`config.mk`:
```
export PLATFORM = sky130hd
export DESIGN_NAME = fetch_unit
export DESIGN_NICKNAME = d
export VERILOG_FILES = /design/src/rtl/rv32i_fetch_pkg.sv /design/src/rtl/fetch_fifo.sv /design/src/rtl/fetch_unit.sv
export SDC_FILE = /design/constraint.sdc
export NUM_CORES = 1
export LEC_CHECK = 0
export ABC_CLOCK_PERIOD_IN_PS = 10150
export BUFFER_PORTS_ARGS = -buffer_cell sky130_fd_sc_hd__buf_2
export CELL_PAD_IN_SITES_DETAIL_PLACEMENT = 1
export CELL_PAD_IN_SITES_GLOBAL_PLACEMENT = 2
export CORE_MARGIN = 8
export CORE_UTILIZATION = 39
export CTS_BUF_LIST = sky130_fd_sc_hd__clkbuf_2
export DETAILED_ROUTE_END_ITERATION = 6
export PLACE_DENSITY = 0.94
export RECOVER_POWER = 50
export SLEW_MARGIN = 20
export SYNTH_ARGS = -nofsm -noshare
export SYNTH_HDL_FRONTEND = slang
export SYNTH_SLANG_ARGS = --single-unit
```
`constraint.sdc`:
```
create_clock -name Clk_Core -period 10.15 [get_ports Clk_Core]
set_clock_uncertainty 0.1 [all_clocks]
set_input_delay 0.5075 -clock Clk_Core [delete_from_list [all_inputs] [get_ports Clk_Core]]
set_output_delay 0.5075 -clock Clk_Core [all_outputs]
set_load 0.01 [all_outputs]
```
`src/rtl/rv32i_fetch_pkg.sv`:
```
// Shared types and constants for the RV32I instruction fetch stage.
package rv32i_fetch_pkg;

  localparam int XLEN = 32;
  localparam logic [31:0] NOP_INSTR   = 32'h0000_0013;
  localparam logic [6:0]  HALT_OPCODE = 7'h7F;

  typedef enum logic [0:0] {
    RUN    = 1'b0,
    HALTED = 1'b1
  } fetch_state_t;

  typedef struct packed {
    logic [XLEN-1:0] pc;
    logic [31:0]     instr;
  } fetch_entry_t;

  function automatic logic is_halt(input logic [31:0] instr);
    return (instr[6:0] == HALT_OPCODE);
  endfunction

endpackage

```
`src/rtl/fetch_fifo.sv`:
```
// Small synchronous FIFO of fetched {pc, instr} entries; flush overrides push/pop.
module fetch_fifo
  import rv32i_fetch_pkg::*;
#(
  parameter int BUF_DEPTH = 2
) (
  input  logic         clk,
  input  logic         rst_n,
  input  logic         push,
  input  logic         pop,
  input  logic         flush,
  input  fetch_entry_t push_data,
  output logic         full,
  output logic         empty,
  output fetch_entry_t head
);

  localparam int PW = (BUF_DEPTH > 1) ? $clog2(BUF_DEPTH) : 1;
  localparam int CW = $clog2(BUF_DEPTH + 1);

  fetch_entry_t  mem [BUF_DEPTH];
  logic [PW-1:0] wr_ptr;
  logic [PW-1:0] rd_ptr;
  logic [CW-1:0] count;
  logic          do_push;
  logic          do_pop;

  assign empty   = (count == {CW{1'b0}});
  assign full    = (count == CW'(BUF_DEPTH));
  assign do_pop  = pop && !empty;
  // Writing while full is only legal when the head leaves in the same cycle.
  assign do_push = push && (!full || do_pop);
  assign head    = mem[rd_ptr];

  // Pointer and occupancy bookkeeping.
  always_ff @(posedge clk) begin
    if (!rst_n || flush) begin
      wr_ptr <= {PW{1'b0}};
      rd_ptr <= {PW{1'b0}};
      count  <= {CW{1'b0}};
    end else begin
      if (do_push) wr_ptr <= wr_ptr + PW'(1);
      if (do_pop)  rd_ptr <= rd_ptr + PW'(1);
      case ({do_push, do_pop})
        2'b10:   count <= count + CW'(1);
        2'b01:   count <= count - CW'(1);
        default: count <= count;
      endcase
    end
  end

  // Entry storage.
  always_ff @(posedge clk) begin
    if (!rst_n) begin
      for (int i = 0; i < BUF_DEPTH; i++) begin
        mem[i] <= '0;
      end
    end else if (do_push && !flush) begin
      mem[wr_ptr] <= push_data;
    end
  end

endmodule

```
`src/rtl/fetch_unit.sv`:
```
// RV32I fetch stage: PC owner, fetch buffer, redirect and halt handling.
// Optional FETCH_PERF_CNT_EN adds saturating fetch/stall performance counters.
module fetch_unit
  import rv32i_fetch_pkg::*;
#(
  parameter int                DWIDTH       = 32,
  parameter logic [DWIDTH-1:0] RESET_VECTOR = {DWIDTH{1'b0}},
  parameter int                BUF_DEPTH    = 2
) (
  input  logic              Clk_Core,
  input  logic              Rst_Core_N,
  output logic [DWIDTH-1:0] Program_Count,
  input  logic [31:0]       Instruction,
  input  logic              Redirect_Valid,
  input  logic [DWIDTH-1:0] Redirect_PC,
  output logic              Dec_Valid,
  input  logic              Dec_Ready,
  output logic [31:0]       Dec_Instr,
  output logic [DWIDTH-1:0] Dec_PC,
  output logic              Fetch_Halted,
`ifdef FETCH_PERF_CNT_EN
  output logic [31:0]       Perf_Fetch_Cnt,
  output logic [31:0]       Perf_Stall_Cnt,
`endif
  output logic              Fetch_Misaligned
);

  fetch_state_t      state;
  fetch_state_t      state_next;
  logic [DWIDTH-1:0] fetch_pc;
  logic [DWIDTH-1:0] pc_next;
  logic              misaligned;
  logic              push;
  logic              pop;
  logic              full;
  logic              empty;
  fetch_entry_t      push_entry;
  fetch_entry_t      head;

  assign Program_Count    = fetch_pc;
  assign Fetch_Halted     = (state == HALTED);
  assign Fetch_Misaligned = misaligned;
  assign Dec_Valid        = !empty;
  assign Dec_Instr        = empty ? NOP_INSTR : head.instr;
  assign Dec_PC           = empty ? {DWIDTH{1'b0}} : DWIDTH'(head.pc);

  assign pop  = Dec_Valid && Dec_Ready;
  assign push = (state == RUN) && !Redirect_Valid && (!full || pop);

  assign push_entry.pc    = XLEN'(fetch_pc);
  assign push_entry.instr = Instruction;

  fetch_fifo #(
    .BUF_DEPTH(BUF_DEPTH)
  ) u_fifo (
    .clk      (Clk_Core),
    .rst_n    (Rst_Core_N),
    .push     (push),
    .pop      (pop),
    .flush    (Redirect_Valid),
    .push_data(push_entry),
    .full     (full),
    .empty    (empty),
    .head     (head)
  );

  // Next state and next fetch address.
  always_comb begin
    state_next = state;
    pc_next    = fetch_pc;
    case (state)
      RUN: begin
        if (Redirect_Valid) begin
          state_next = RUN;
        end else if (push && is_halt(Instruction)) begin
          state_next = HALTED;
        end else begin
          state_next = RUN;
        end
      end
      HALTED: begin
        if (Redirect_Valid) begin
          state_next = RUN;
        end else begin
          state_next = HALTED;
        end
      end
      default: state_next = RUN;
    endcase

    // A halting word is enqueued but the PC stays on it.
    if (Redirect_Valid) begin
      pc_next = {Redirect_PC[DWIDTH-1:2], 2'b00};
    end else if (push && !is_halt(Instruction)) begin
      pc_next = fetch_pc + DWIDTH'(4);
    end else begin
      pc_next = fetch_pc;
    end
  end

  // State, PC and misalignment pulse registers.
  always_ff @(posedge Clk_Core) begin
    if (!Rst_Core_N) begin
      state      <= RUN;
      fetch_pc   <= RESET_VECTOR;
      misaligned <= 1'b0;
    end else begin
      state      <= state_next;
      fetch_pc   <= pc_next;
      misaligned <= Redirect_Valid && (Redirect_PC[1:0] != 2'b00);
    end
  end

`ifdef FETCH_PERF_CNT_EN
  logic stall;
  assign stall = (state == RUN) && !push && !Redirect_Valid;

  // Saturating performance counters.
  always_ff @(posedge Clk_Core) begin
    if (!Rst_Core_N) begin
      Perf_Fetch_Cnt <= 32'h0000_0000;
      Perf_Stall_Cnt <= 32'h0000_0000;
    end else begin
      if (push && (Perf_Fetch_Cnt != 32'hFFFF_FFFF)) begin
        Perf_Fetch_Cnt <= Perf_Fetch_Cnt + 32'd1;
      end
      if (stall && (Perf_Stall_Cnt != 32'hFFFF_FFFF)) begin
        Perf_Stall_Cnt <= Perf_Stall_Cnt + 32'd1;
      end
    end
  end
`endif

endmodule

```
# [Word-level counts from Yosys, hierarchy flattened]
# Memory sizes are Yosys's and may differ from the RTL's. A register that Yosys moved wholly into a read port is not among the register bits.
# Index checks and enable logic that the tools add are counted.
[word_totals] regBits=38 ramBits=128 inputBits=68 output_inout_bits=99 wordCells=60 memories=1
[mem_list] memory="u_fifo.mem" words=2 word_bits=64 read_ports=1 rd_ports_with_merged_regs=1 write_ports=2 line="fetch_fifo.sv:21" text="fetch_entry_t mem [BUF_DEPTH];"
[classes] addsub=5 n_eq_ne=4 muxes=18 n_bitwise=2 reduce_logical=23
[ops] op="two-way mux 32 bit" count=4
[ops] op="two-way mux 64 bit" count=1
[ops] op="OR reduction 64 bit" count=1
[ops] op="adder 32 x 3 -> 32 bit (second input constant)" count=1
[ops] op="two-way mux 1 bit" count=11
[ops] op="logical AND 1 bit" count=9
[ops] op="== test 7 bit (second input constant)" count=1
[ops] op="nonzero test 2 bit" count=3
[ops] op="logical NOT 1 bit" count=5
[ops] op="== test 2 bit (second input constant)" count=2
[ops] op="case mux 2 bit (2 select lines)" count=1
[ops] op="logical OR 1 bit" count=3
[ops] op="adder 1 bit (second input constant)" count=2
[ops] op="adder 2 x 1 -> 2 bit (second input constant)" count=1
[ops] op="== test 2 x 1 -> 1 bit (second input constant)" count=1
[ops] op="logical NOT 2 bit" count=1
[ops] op="inverter 1 bit" count=2
[ops] op="case mux 1 bit (2 select lines)" count=1
[ops] op="OR reduction 2 bit" count=1
[ops] op="subtractor 2 x 1 -> 2 bit (second input constant)" count=1

# [Longest topological paths before layout]
[depth] ltp_word=12 depth_mapped=8 depth_no_buf=7

# [Modules after synthesis]
# A second synthesis with hierarchy kept.
[hier_totals] cells_unflattened=693 hier_area_um2=8204.1
[by_module_without_submodules] module="fetch_fifo" n_inst=1 cells_per_inst=373 area_each_um2=5796.8 seq_area_each_um2=3943.8
[by_module_without_submodules] module="fetch_unit" n_inst=1 cells_per_inst=320 area_each_um2=2407.3 seq_area_each_um2=640.6

# [Worst setup path before layout]
# OpenSTA, ideal clock, no wires.
[synth_path] path_type="input to register" from="in Redirect_Valid" to="mem u_fifo.mem[0][0] (netlist name) (enable)" setup_ns=0.568 arrival_time_ns=5.710 required_ns=9.482 setup_slack_ns=3.772 path_stages=5 n_path_buf=2 path_cell_list="buf_2 nor3_4 inv_1 buf_1 o21ai_0"
[synth_lines] element="start, declared" line="fetch_unit.sv:14" text="input logic Redirect_Valid,"
[synth_lines] element="end, declared" line="fetch_fifo.sv:21"

==> impl_results.md <==
- Initial antenna violation count: 0
- Failing checks: max-capacitance violations, max-slew violations
- WL/cell: 18.9 um
- Tmin final: 5420 ps
- WS Path Type: flip-flop to flip-flop
- Synth top area share: 48.9%
- Via-to-Cell Ratio: 5.09
- Largest family of logic cells by synthesized area: simple AND/OR/NAND/NOR gates
- Actual slew at the worst max-slew pin: 3750 ps
- Post-CTS Resized: 0
- R2R Setup Slk: 4730 ps
- CTS tree: done
- Hold Crit Class: input port to flip-flop
- Sequential share of the synthesized area: 58.6%
- Crit start category: flip-flop
- Drt pass-1 iters: 5
- PwrDens: 140 nW/um^2
- Die width: 156 um
- Max incr delay on CP: 2640 ps
- Reg-to-Reg Start: u_fifo.count[0]$_SDFFE_PP0P_
- Final WL: 21.8 mm
- Crit. End Element: flip-flop
- CP required: 10320 ps
- Max Transition Viols Final: 237
- Status: finished with violations
- Layout Nets: 947
- Family with the most delay on the worst path: buffers and inverters
- Dominant cells by area after synthesis: edfxtp_1 49%, and2_1 11%, dfxtp_1 9.7%, mux2i_1 8.3%, nor2_1 3.9%
- Peak VDD IR: 0.0579 mV
- FF-to-FF End: u_fifo.mem[1][14]$_SDFFCE_PN0P_
- First-pass GRT wire length: 34.1 mm
- Antenna diodes: 0
- Unrepaired setup endpoints after global routing: no
- Commonest non-fill, non-tap cell in the layout: buf_2
- Layout cells sized above 1: 19.4%
- XOR/XNOR share of the synthesized area: 1.27%
- Vias in the first global route: 6188
- WP buf/inv: 1
- CP startpoint: u_fifo.count[0]$_SDFFE_PP0P_
- IO Pins: 167
- Cells along the critical path: nor3b_1 -> nor3_1 -> nand2_1 -> nand2_2 -> clkbuf_1
- Worst skew pair latency: 730 ps
- Grt ovf: 0
- Vias: 5874
- Adder-cell share of the synthesized area: 0.329%
- Mux contribution to synthesized area: 8.43%
- Most frequent cells in the layout: 129 x buf_2, 124 x edfxtp_1, 96 x and2_1, 78 x nor2_1, 64 x dlygate4sd3_1
- Post-DP Area: 8660 um^2
- RePlAce Congestion: 0.807
- Starting density of the core: 39.4%
- Post-route clock period utilization: 53.4%
- Area fraction in compound gates after synthesis: 6.34%
- Crit path max-delay cell type: clkbuf_1
- Main synth FF type: edfxtp_1
- Die area: 24300 um^2
- R2R cell count: 5
- Gate count of the mapped netlist: 670
- Layout area overhead: 24.5%
- Initial drt markers: 312
- Synthesized cell area: 7610 um^2
- CTS max path bufs: 2
- Hold_ws: 118 ps
- Rel. slew slack: -150%
- Final Instance Area: 9480 um^2
- Hpwl dp: 14.2 mm
- Synth area leader: edfxtp_1
- Antenna Nets Post-Route: 0
- Clock Root Buffer: clkbuf_2
- Residual DRC: 0
- End point of the critical path: u_fifo.mem[1][14]$_SDFFCE_PN0P_
- Max Freq: 185 MHz
- Buffers on Ports: 162
- CTS clk-pin slew, worst paths: 240 ps
- Setup tns final: 0 ps
- Die height: 156 um
- Largest net degree at the start of global routing: 63
- Power consumption: 1.32 mW
- Ys async rst share: 0%
- Hold Vio Cnt, Final: 0
- Std cell rows: 51
- Core box area: 19300 um^2
- Leakage: 3.61 nW
- CP Depth: 5
- Max-cap violation count: 5
- Critical Path AT: 5590 ps
- Synthesized flop and latch total: 161
- Synth Area in Simple Gates: 22.2%
- Number of flops mapped to enable cells by yosys: 124
- # clock sinks: 161
- Synth Warn #: 0
- Post-synthesis cell type count: 45
- Total GRT Usage: 18.1%
- Number of buffers created by CTS: 17
- Final setup viols: 0
- Htree depth: 4
- CP max FO: 62
- Syn Area/Cell: 11.4 um^2
[flip-flops by register name, summed over array words and instances, names as in the netlist, named ones only]
name	cells
u_fifo.mem	124
Program_Count	30
u_fifo.count	2
Fetch_Halted	1
Fetch_Misaligned	1
u_fifo.rd_ptr	1
u_fifo.wr_ptr	1
[routing by layer]
| layer | GRT usage (%) | share of wire (%) | wire (um) |
|---|---|---|---|
| met1 | 22.4 | 44 | 9640 |
| met3 | 4.79 | 5.7 | 1250 |
| met5 | 0 | 0 | 0 |
| met4 | 4.81 | 1.0 | 225 |
| met2 | 30.7 | 49 | 10700 |
[worst min-delay path by stage]
stage                            startpoint  slack (ps)  depth (start not counted)                              to
3_3_place_gp     u_fifo.rd_ptr$_SDFFE_PP0P_         400                          2                       flip-flop
5_1_grt                          Rst_Core_N           5                          2  Program_Count[13]$_SDFFE_PN0P_
6_report                         Rst_Core_N         120                          2  Program_Count[15]$_SDFFE_PN0P_
2_1_floorplan  u_fifo.count[1]$_SDFFE_PP0P_         370                          2    u_fifo.count[1]$_SDFFE_PP0P_
3_5_place_dp     u_fifo.rd_ptr$_SDFFE_PP0P_         410                          2                       flip-flop
4_1_cts                     Redirect_PC[28]           4                          3  Program_Count[28]$_SDFFE_PN0P_
[power breakdown]
group / switching, mW / leakage (nW) / total, mW / internal, mW
combinational: 0.0882 / 1.83 / 0.155 / 0.0666
sequential: 0.0317 / 1.63 / 0.785 / 0.754
clock: 0.244 / 0.153 / 0.385 / 0.141
total: 0.363 / 3.61 / 1.32 / 0.961
[layout make-up]
cell class	count	area (um^2)
inverter	5	18.8
clock inverter	15	184
sequential	161	4470
multi-input combinational	462	2960
tap	265	332
fill	2172	9850
timing repair buffer	230	1430
clock buffer	17	85.1
[synthesized netlist by cell type, drive strengths merged, types with 2 or more instances]
cell	instances
nor3b	3
nand3	9
dfxtp	37
and3	8
a21oi	11
nand2	28
ha	2
nor3	11
inv	5
xor2	4
a311oi	7
a31oi	14
nor2	79
a211oi	5
clkbuf	32
nand3b	2
xnor2	7
nor4	3
mux2i	63
and2	130
or4	3
and4	2
edfxtp	124
o22ai	2
o21ai	29
or3	6
o31ai	4
nand4	16
buf	13
[timing repair]
item | 4_1_cts | 5_1_grt
setup buffers | 0 | 0
hold buffers | 63 | 1
hold endpoints to repair | 94 | 1
[cell families (layout without fill, tap and decap cells)]
kind of cell,Yosys count,count (layout)
AOI/OAI and AO/OA,78,78
xor gates and xnor gates,11,11
adders and majority gates,2,2
buffers and inverters,50,267
DFF,161,161
muxes,64,64
other,1,4
and+or+nand+nor,303,303
[metrics by stage]
stage | util [%] | worst slack, ps | instances
2_1_floorplan | - | 3770 | 673
3_3_place_gp | 44.7 | 6950 | 1058
3_5_place_dp | 44.8 | 6900 | 1059
4_1_cts | 49.5 | 6990 | 1154
5_1_grt | 49.0 | 4240 | 1155
6_report | 49.0 | 4730 | 1155
(Power assumes the default switching activity.)
